<file path="src/rtl/dmem_ctrl.sv">
// dmem_ctrl: byte-masked data memory with valid/ready request and response channels.
// Define DMEM_PRELOAD_EN to load a boot table into words 0..10 after the clear sweep.
module dmem_ctrl #(
    parameter int DATA_WIDTH = 8,
    parameter int ADDR_WIDTH = 8,
    parameter int MEM_SIZE   = 256
) (
    input  logic                    clock,
    input  logic                    reset,
    input  logic                    req_valid,
    output logic                    req_ready,
    input  logic                    req_write,
    input  logic [ADDR_WIDTH-1:0]   req_addr,
    input  logic [DATA_WIDTH-1:0]   req_wdata,
    input  logic [DATA_WIDTH/8-1:0] req_wmask,
    output logic                    rsp_valid,
    input  logic                    rsp_ready,
    output logic [DATA_WIDTH-1:0]   rsp_rdata,
    output logic                    rsp_err,
    output logic                    busy
);
    localparam int NB = DATA_WIDTH / 8;
    localparam int IW = (MEM_SIZE > 1) ? $clog2(MEM_SIZE) : 1;
    localparam logic [ADDR_WIDTH:0] SIZE_W = (ADDR_WIDTH + 1)'(MEM_SIZE);
    localparam logic [IW-1:0] LAST = IW'(MEM_SIZE - 1);

`ifdef DMEM_PRELOAD_EN
    typedef enum logic [1:0] {CLEAR, PRELOAD, READY} state_t;

    function automatic logic [3:0] boot_word(input logic [3:0] i);
        case (i)
            4'd0:    boot_word = 4'd1;
            4'd1:    boot_word = 4'd6;
            4'd2:    boot_word = 4'd10;
            4'd3:    boot_word = 4'd11;
            4'd4:    boot_word = 4'd14;
            4'd5:    boot_word = 4'd4;
            4'd6:    boot_word = 4'd8;
            4'd7:    boot_word = 4'd0;
            4'd8:    boot_word = 4'd1;
            4'd9:    boot_word = 4'd3;
            4'd10:   boot_word = 4'd5;
            default: boot_word = 4'd0;
        endcase
    endfunction

    logic [3:0] pre_q, pre_d;
`else
    typedef enum logic [1:0] {CLEAR, READY} state_t;
`endif

    state_t                state_q, state_d;
    logic [IW-1:0]         ptr_q, ptr_d;
    logic                  rsp_valid_q, rsp_valid_d;
    logic [DATA_WIDTH-1:0] rsp_rdata_q, rsp_rdata_d;
    logic                  rsp_err_q, rsp_err_d;

    logic [DATA_WIDTH-1:0] mem [MEM_SIZE];

    logic                  in_range;
    logic [IW-1:0]         req_idx;
    logic                  accept;
    logic                  wr_en;
    logic [IW-1:0]         wr_idx;
    logic [DATA_WIDTH-1:0] wr_data;
    logic [NB-1:0]         wr_be;

    assign in_range = {1'b0, req_addr} < SIZE_W;
    assign req_idx  = req_addr[IW-1:0];

    always_comb begin
        state_d     = state_q;
        ptr_d       = ptr_q;
        rsp_valid_d = rsp_valid_q;
        rsp_rdata_d = rsp_rdata_q;
        rsp_err_d   = rsp_err_q;
`ifdef DMEM_PRELOAD_EN
        pre_d       = pre_q;
`endif
        busy        = 1'b1;
        req_ready   = 1'b0;
        accept      = 1'b0;
        wr_en       = 1'b0;
        wr_idx      = ptr_q;
        wr_data     = '0;
        wr_be       = '1;
        unique case (state_q)
            CLEAR: begin
                wr_en = 1'b1;
                ptr_d = ptr_q + 1'b1;
                if (ptr_q == LAST) begin
                    ptr_d   = '0;
`ifdef DMEM_PRELOAD_EN
                    state_d = PRELOAD;
`else
                    state_d = READY;
`endif
                end
            end
`ifdef DMEM_PRELOAD_EN
            PRELOAD: begin
                wr_en   = int'(pre_q) < MEM_SIZE;
                wr_idx  = IW'(pre_q);
                wr_data = DATA_WIDTH'(boot_word(pre_q));
                pre_d   = pre_q + 4'd1;
                if (pre_q == 4'd10) begin
                    pre_d   = '0;
                    state_d = READY;
                end
            end
`endif
            READY: begin
                busy      = 1'b0;
                req_ready = !rsp_valid_q || rsp_ready;
                accept    = req_valid && req_ready;
                if (rsp_ready) rsp_valid_d = 1'b0;
                if (accept && req_write) begin
                    // out-of-range writes are accepted but dropped
                    wr_en   = in_range;
                    wr_idx  = req_idx;
                    wr_data = req_wdata;
                    wr_be   = req_wmask;
                end else if (accept) begin
                    rsp_valid_d = 1'b1;
                    rsp_err_d   = !in_range;
                    rsp_rdata_d = in_range ? mem[req_idx] : '0;
                end
            end
            default: state_d = CLEAR;
        endcase
    end

    always_ff @(posedge clock) begin
        if (reset) begin
            state_q     <= CLEAR;
            ptr_q       <= '0;
            rsp_valid_q <= 1'b0;
            rsp_rdata_q <= '0;
            rsp_err_q   <= 1'b0;
`ifdef DMEM_PRELOAD_EN
            pre_q       <= '0;
`endif
        end else begin
            state_q     <= state_d;
            ptr_q       <= ptr_d;
            rsp_valid_q <= rsp_valid_d;
            rsp_rdata_q <= rsp_rdata_d;
            rsp_err_q   <= rsp_err_d;
`ifdef DMEM_PRELOAD_EN
            pre_q       <= pre_d;
`endif
        end
    end

    always_ff @(posedge clock) begin
        if (wr_en && !reset) begin
            for (int b = 0; b < NB; b++) begin
                if (wr_be[b]) mem[wr_idx][b*8 +: 8] <= wr_data[b*8 +: 8];
            end
        end
    end

    assign rsp_valid = rsp_valid_q;
    assign rsp_rdata = rsp_rdata_q;
    assign rsp_err   = rsp_err_q;
endmodule
</file>
<file path="config.mk">
export PLATFORM = sky130hd
export DESIGN_NAME = dmem_ctrl
export DESIGN_NICKNAME = d
export VERILOG_FILES = /design/src/rtl/dmem_ctrl.sv
export SDC_FILE = /design/constraint.sdc
export NUM_CORES = 2
export LEC_CHECK = 0
export BUFFER_PORTS_ARGS = -buffer_cell sky130_fd_sc_hd__buf_2
export CAP_MARGIN = 20
export CORE_ASPECT_RATIO = 2
export CORE_MARGIN = 5
export CORE_UTILIZATION = 63
export DETAILED_ROUTE_END_ITERATION = 8
export PLACE_DENSITY = 0.78
export SLEW_MARGIN = 20
export SYNTH_ARGS = -nofsm -noshare
export SYNTH_HDL_FRONTEND = slang
export SYNTH_SLANG_ARGS = --single-unit
</file>
<file path="constraint.sdc">
create_clock -name clock -period 6.85 [get_ports clock]
set_input_delay 1.0275 -clock clock [delete_from_list [all_inputs] [get_ports clock]]
set_output_delay 1.0275 -clock clock [all_outputs]
set_load 0.005 [all_outputs]
</file>
==> key figures <==
Status
  • Status: finished clean

Yosys
  • Synth area leader: edfxtp_1
  • Synth Area per Inst: 21.1 sq um
  • Sequential area share after synthesis: 76.7%
  • Synthesized area: 0.0806 sq mm
  • Seq cells post-synth: 2,066
  • Number of synthesized flops with an enable pin: 2,048
  • Yosys warning total: 0
  • Synth async-reset ratio: 0%
  • Top FF cell, synth: edfxtp_1
  • Top cells by count, synth: 2,048 x edfxtp_1, 458 x mux4_2, 312 x nor2_1, 130 x mux2i_1, 98 x nand2_1
  • Syn_nets: 3,853
  • Synth area leaders: edfxtp_1 76%, mux4_2 13%, mux2i_1 1.6%, nor2_1 1.5%, mux4_1 0.78%
  • Cells after synthesis: 3,830
  • Cell with the most instances after synthesis: edfxtp_1
  • Top cell type's share of synthesized area: 76.3%
  • Library cells used by synthesis: 66

STA
  • Min Clock Period, post-route: 4.61 ns
  • Relative slew slack: 18.9%
  • Clk_skew: 0.0281 ns
  • Setup TNS: 0 ns
  • Final Hold Vio Count: 0
  • Fmax: 0.217 GHz
  • Setup-failing EPs final: 0
  • Slew @ Worst Pin: 1.21 ns
  • Final period util: 67.3%
  • RSZ-0062 raised after global routing: no
  • Fin. max-slew vios: 0
  • Hold WS: 0.561 ns

Global route
  • Initial antenna violation count: 7
  • GRT Overall Usage: 30.6%
  • First-pass GRT wire length: 296,000 microns
  • Grt ovf: 0
  • Vias in the first global route: 40,938
  • Pin count of the biggest net entering global routing: 200

Clock tree
  • H-tree levels: 4
  • CTS clock-pin slew for the worst setup and hold paths: 0.07 ns
  • Clock tree buffer depth: 3
  • CTS root buffer: clkbuf_16
  • Post-CTS setup buffer count: 0
  • Clock latency on the worst-skew pair: 0.79 ns
  • Clock sinks: 2,066
  • CTS tree: done
  • Hold Buf Count CTS: 0
  • TritonCTS Buffers: 162
  • Cts repair resizes: 0

Hold path
  • Start point of the worst hold path: rsp_valid$_SDFFE_PP0P_
  • HP Class: reg2reg
  • Hold Crit Depth: 2
  • Worst Hold Path EP: rsp_valid$_SDFFE_PP0P_

Routing
  • Vias per cell: 7.03
  • DR iter-0 viols: 5,551
  • Routed vias: 39,946
  • First drt pass iteration count: 6
  • DRC viols: 0
  • Post-route antenna net violation count: 0
  • Wire per inst: 36.4 microns
  • Final WL: 207,000 microns

Worst setup path
  • WP data arrival: 5.01 ns
  • WP data required: 7.25 ns
  • Crit path kind: in2reg
  • FF-to-FF setup slack: 2.30 ns
  • Crit. End Element: flop
  • Reg2reg start: state_q[0]$_SDFFE_PP0P_
  • RR Endpoint: mem[99][7]$_DFFE_PP_
  • Worst Reg-to-Reg Cells: 5
  • Critical path startpoint category: input pin
  • Max FO, Critical Path: 17

Floorplanning
  • IO Pins: 34
  • DIE AREA: 0.136 sq mm
  • Core area: 0.127 sq mm
  • Die height: 516 microns
  • Initial Utilization: 63.5%
  • Cell Rows: 185
  • Die width: 263 microns

Flow run
  • Max-cap violations: 0

Power and ir drop
  • Leakage power: 31.2 nW
  • Flop pwr share: 56.6%
  • Combinational share of power: 3.2%
  • Pwr/cell area: 275 mW/mm^2
  • Sw frac: 20.0%
  • Clk network pwr share: 40.2%
  • Internal power: 19.3 mW
  • Worst vdd ir: 0.288 mV
  • Switching power: 4.83 mW
  • Total power: 24.2 mW

Layout
  • Fill count: 7,357
  • # nets final: 3,887
  • Layout cells sized above 1: 21.5%
  • Sequential standard cell area: 0.0619 sq mm
  • Multi-input logic area: 0.0174 sq mm
  • Layout area overhead: 8.85%

Place
  • I/O Buffers: 32
  • DP HPWL: 127,000 microns
  • Gpl congestion: 0.894
metal layers:
metal  global-route usage (%)  vias up  part of all wire [%]
li1                         -    16006                     -
met1                     35.5    20613                    30
met2                     52.0     2632                    52
met3                     5.62      689                   9.1
met4                     21.1        6                   9.1
met5                        0        -                 0.028
how the worst max path moves through the flow:
stage | start | endpoint | slack (ns) | depth (start not counted)
5_1_grt | req_addr[4] | mem[168][7]$_DFFE_PP_ | 2.24 | 6
3_5_place_dp | rsp_ready | mem[168][6]$_DFFE_PP_ | 1.40 | 6
3_3_place_gp | rsp_ready | mem[159][0]$_DFFE_PP_ | 0.89 | 6
4_1_cts | state_q[0]$_SDFFE_PP0P_ | mem[161][3]$_DFFE_PP_ | 1.90 | 4
2_1_floorplan | rsp_ready | mem[0][0]$_DFFE_PP_ | 0.86 | 5
6_report | req_addr[4] | mem[99][7]$_DFFE_PP_ | 2.24 | 6
flip-flops by register name, indices dropped and copies added (netlist names):
signal,cells
mem,2048
ptr_q,8
rsp_rdata,8
rsp_valid,1
state_q,1
cell type report:
class | instances | share of cell area [%]
Clock inverter | 94 | 1.23
Multi-Input combinational cell | 1522 | 19.8
Clock buffer | 198 | 4.94
Tap cell | 1683 | 2.40
Antenna cell | 6 | 0.0171
Inverter | 4 | 0.0200
Timing Repair Buffer | 108 | 1.11
Sequential cell | 2066 | 70.5
cells in the final DEF (no fill, tap or decap), types with 10 or more instances in the layout:
| cell | count |
|---|---|
| edfxtp_1 | 2048 |
| mux4_2 | 458 |
| nor2_1 | 311 |
| clkbuf_16 | 169 |
| mux2i_1 | 130 |
| nand2_1 | 98 |
| buf_4 | 60 |
| a22oi_1 | 51 |
| nand3_1 | 48 |
| o22ai_1 | 43 |
| nor3_1 | 34 |
| a221oi_1 | 32 |
| a21oi_1 | 30 |
| clkinv_2 | 29 |
| clkbuf_1 | 29 |
| buf_2 | 28 |
| o221ai_1 | 24 |
| mux4_1 | 24 |
| bufinv_16 | 23 |
| a22o_1 | 22 |
| clkinv_1 | 21 |
| dfxtp_1 | 18 |
| buf_12 | 17 |
| o21ai_1 | 16 |
| a211oi_1 | 15 |
| nand3b_1 | 13 |
| nand4_1 | 12 |
| clkinvlp_4 | 12 |
| or2_2 | 11 |
| nand2b_1 | 10 |
| or3_1 | 10 |
| nor4_1 | 10 |
logic make-up after synthesis:
group | share of synthesized area (%)
other cells | 0.00465
mux | 15.3
flops | 76.7
simple gates | 3.41
xor+xnor | 0.0760
compound gates | 2.61
buf+inv | 1.86
fa+ha+maj | 0.0155
through the flow:
step	cells	instance area, sq um	setup WS (ns)	utilization (%)
finish	5681	87800	2.24	69.1
global route	5676	87800	2.24	69.1
CTS	5674	87700	1.90	69.0
detailed placement	5382	82300	1.40	64.8
global placement	5381	82300	0.894	64.7
floorplan	3830	80600	0.864	-
worst max-delay path, cell delays in order:
cell      delay, ns
buf_2          0.28
buf_4          0.32
nand2b_1       0.57
o21ai_1        1.01
nand2_1        0.72
nor2_1         1.07
power by group through the flow:
stage | logic, mW | clock network (mW) | registers, mW
2_1_floorplan | 0.515 | 0 | 14.0
3_5_place_dp | 0.748 | 0 | 14.0
3_3_place_gp | 0.739 | 0 | 14.0
4_1_cts | 0.754 | 9.76 | 13.7
6_report | 0.765 | 9.72 | 13.7
5_1_grt | 0.782 | 10.3 | 13.7
No activity file was read; power rests on OpenSTA's default activity.
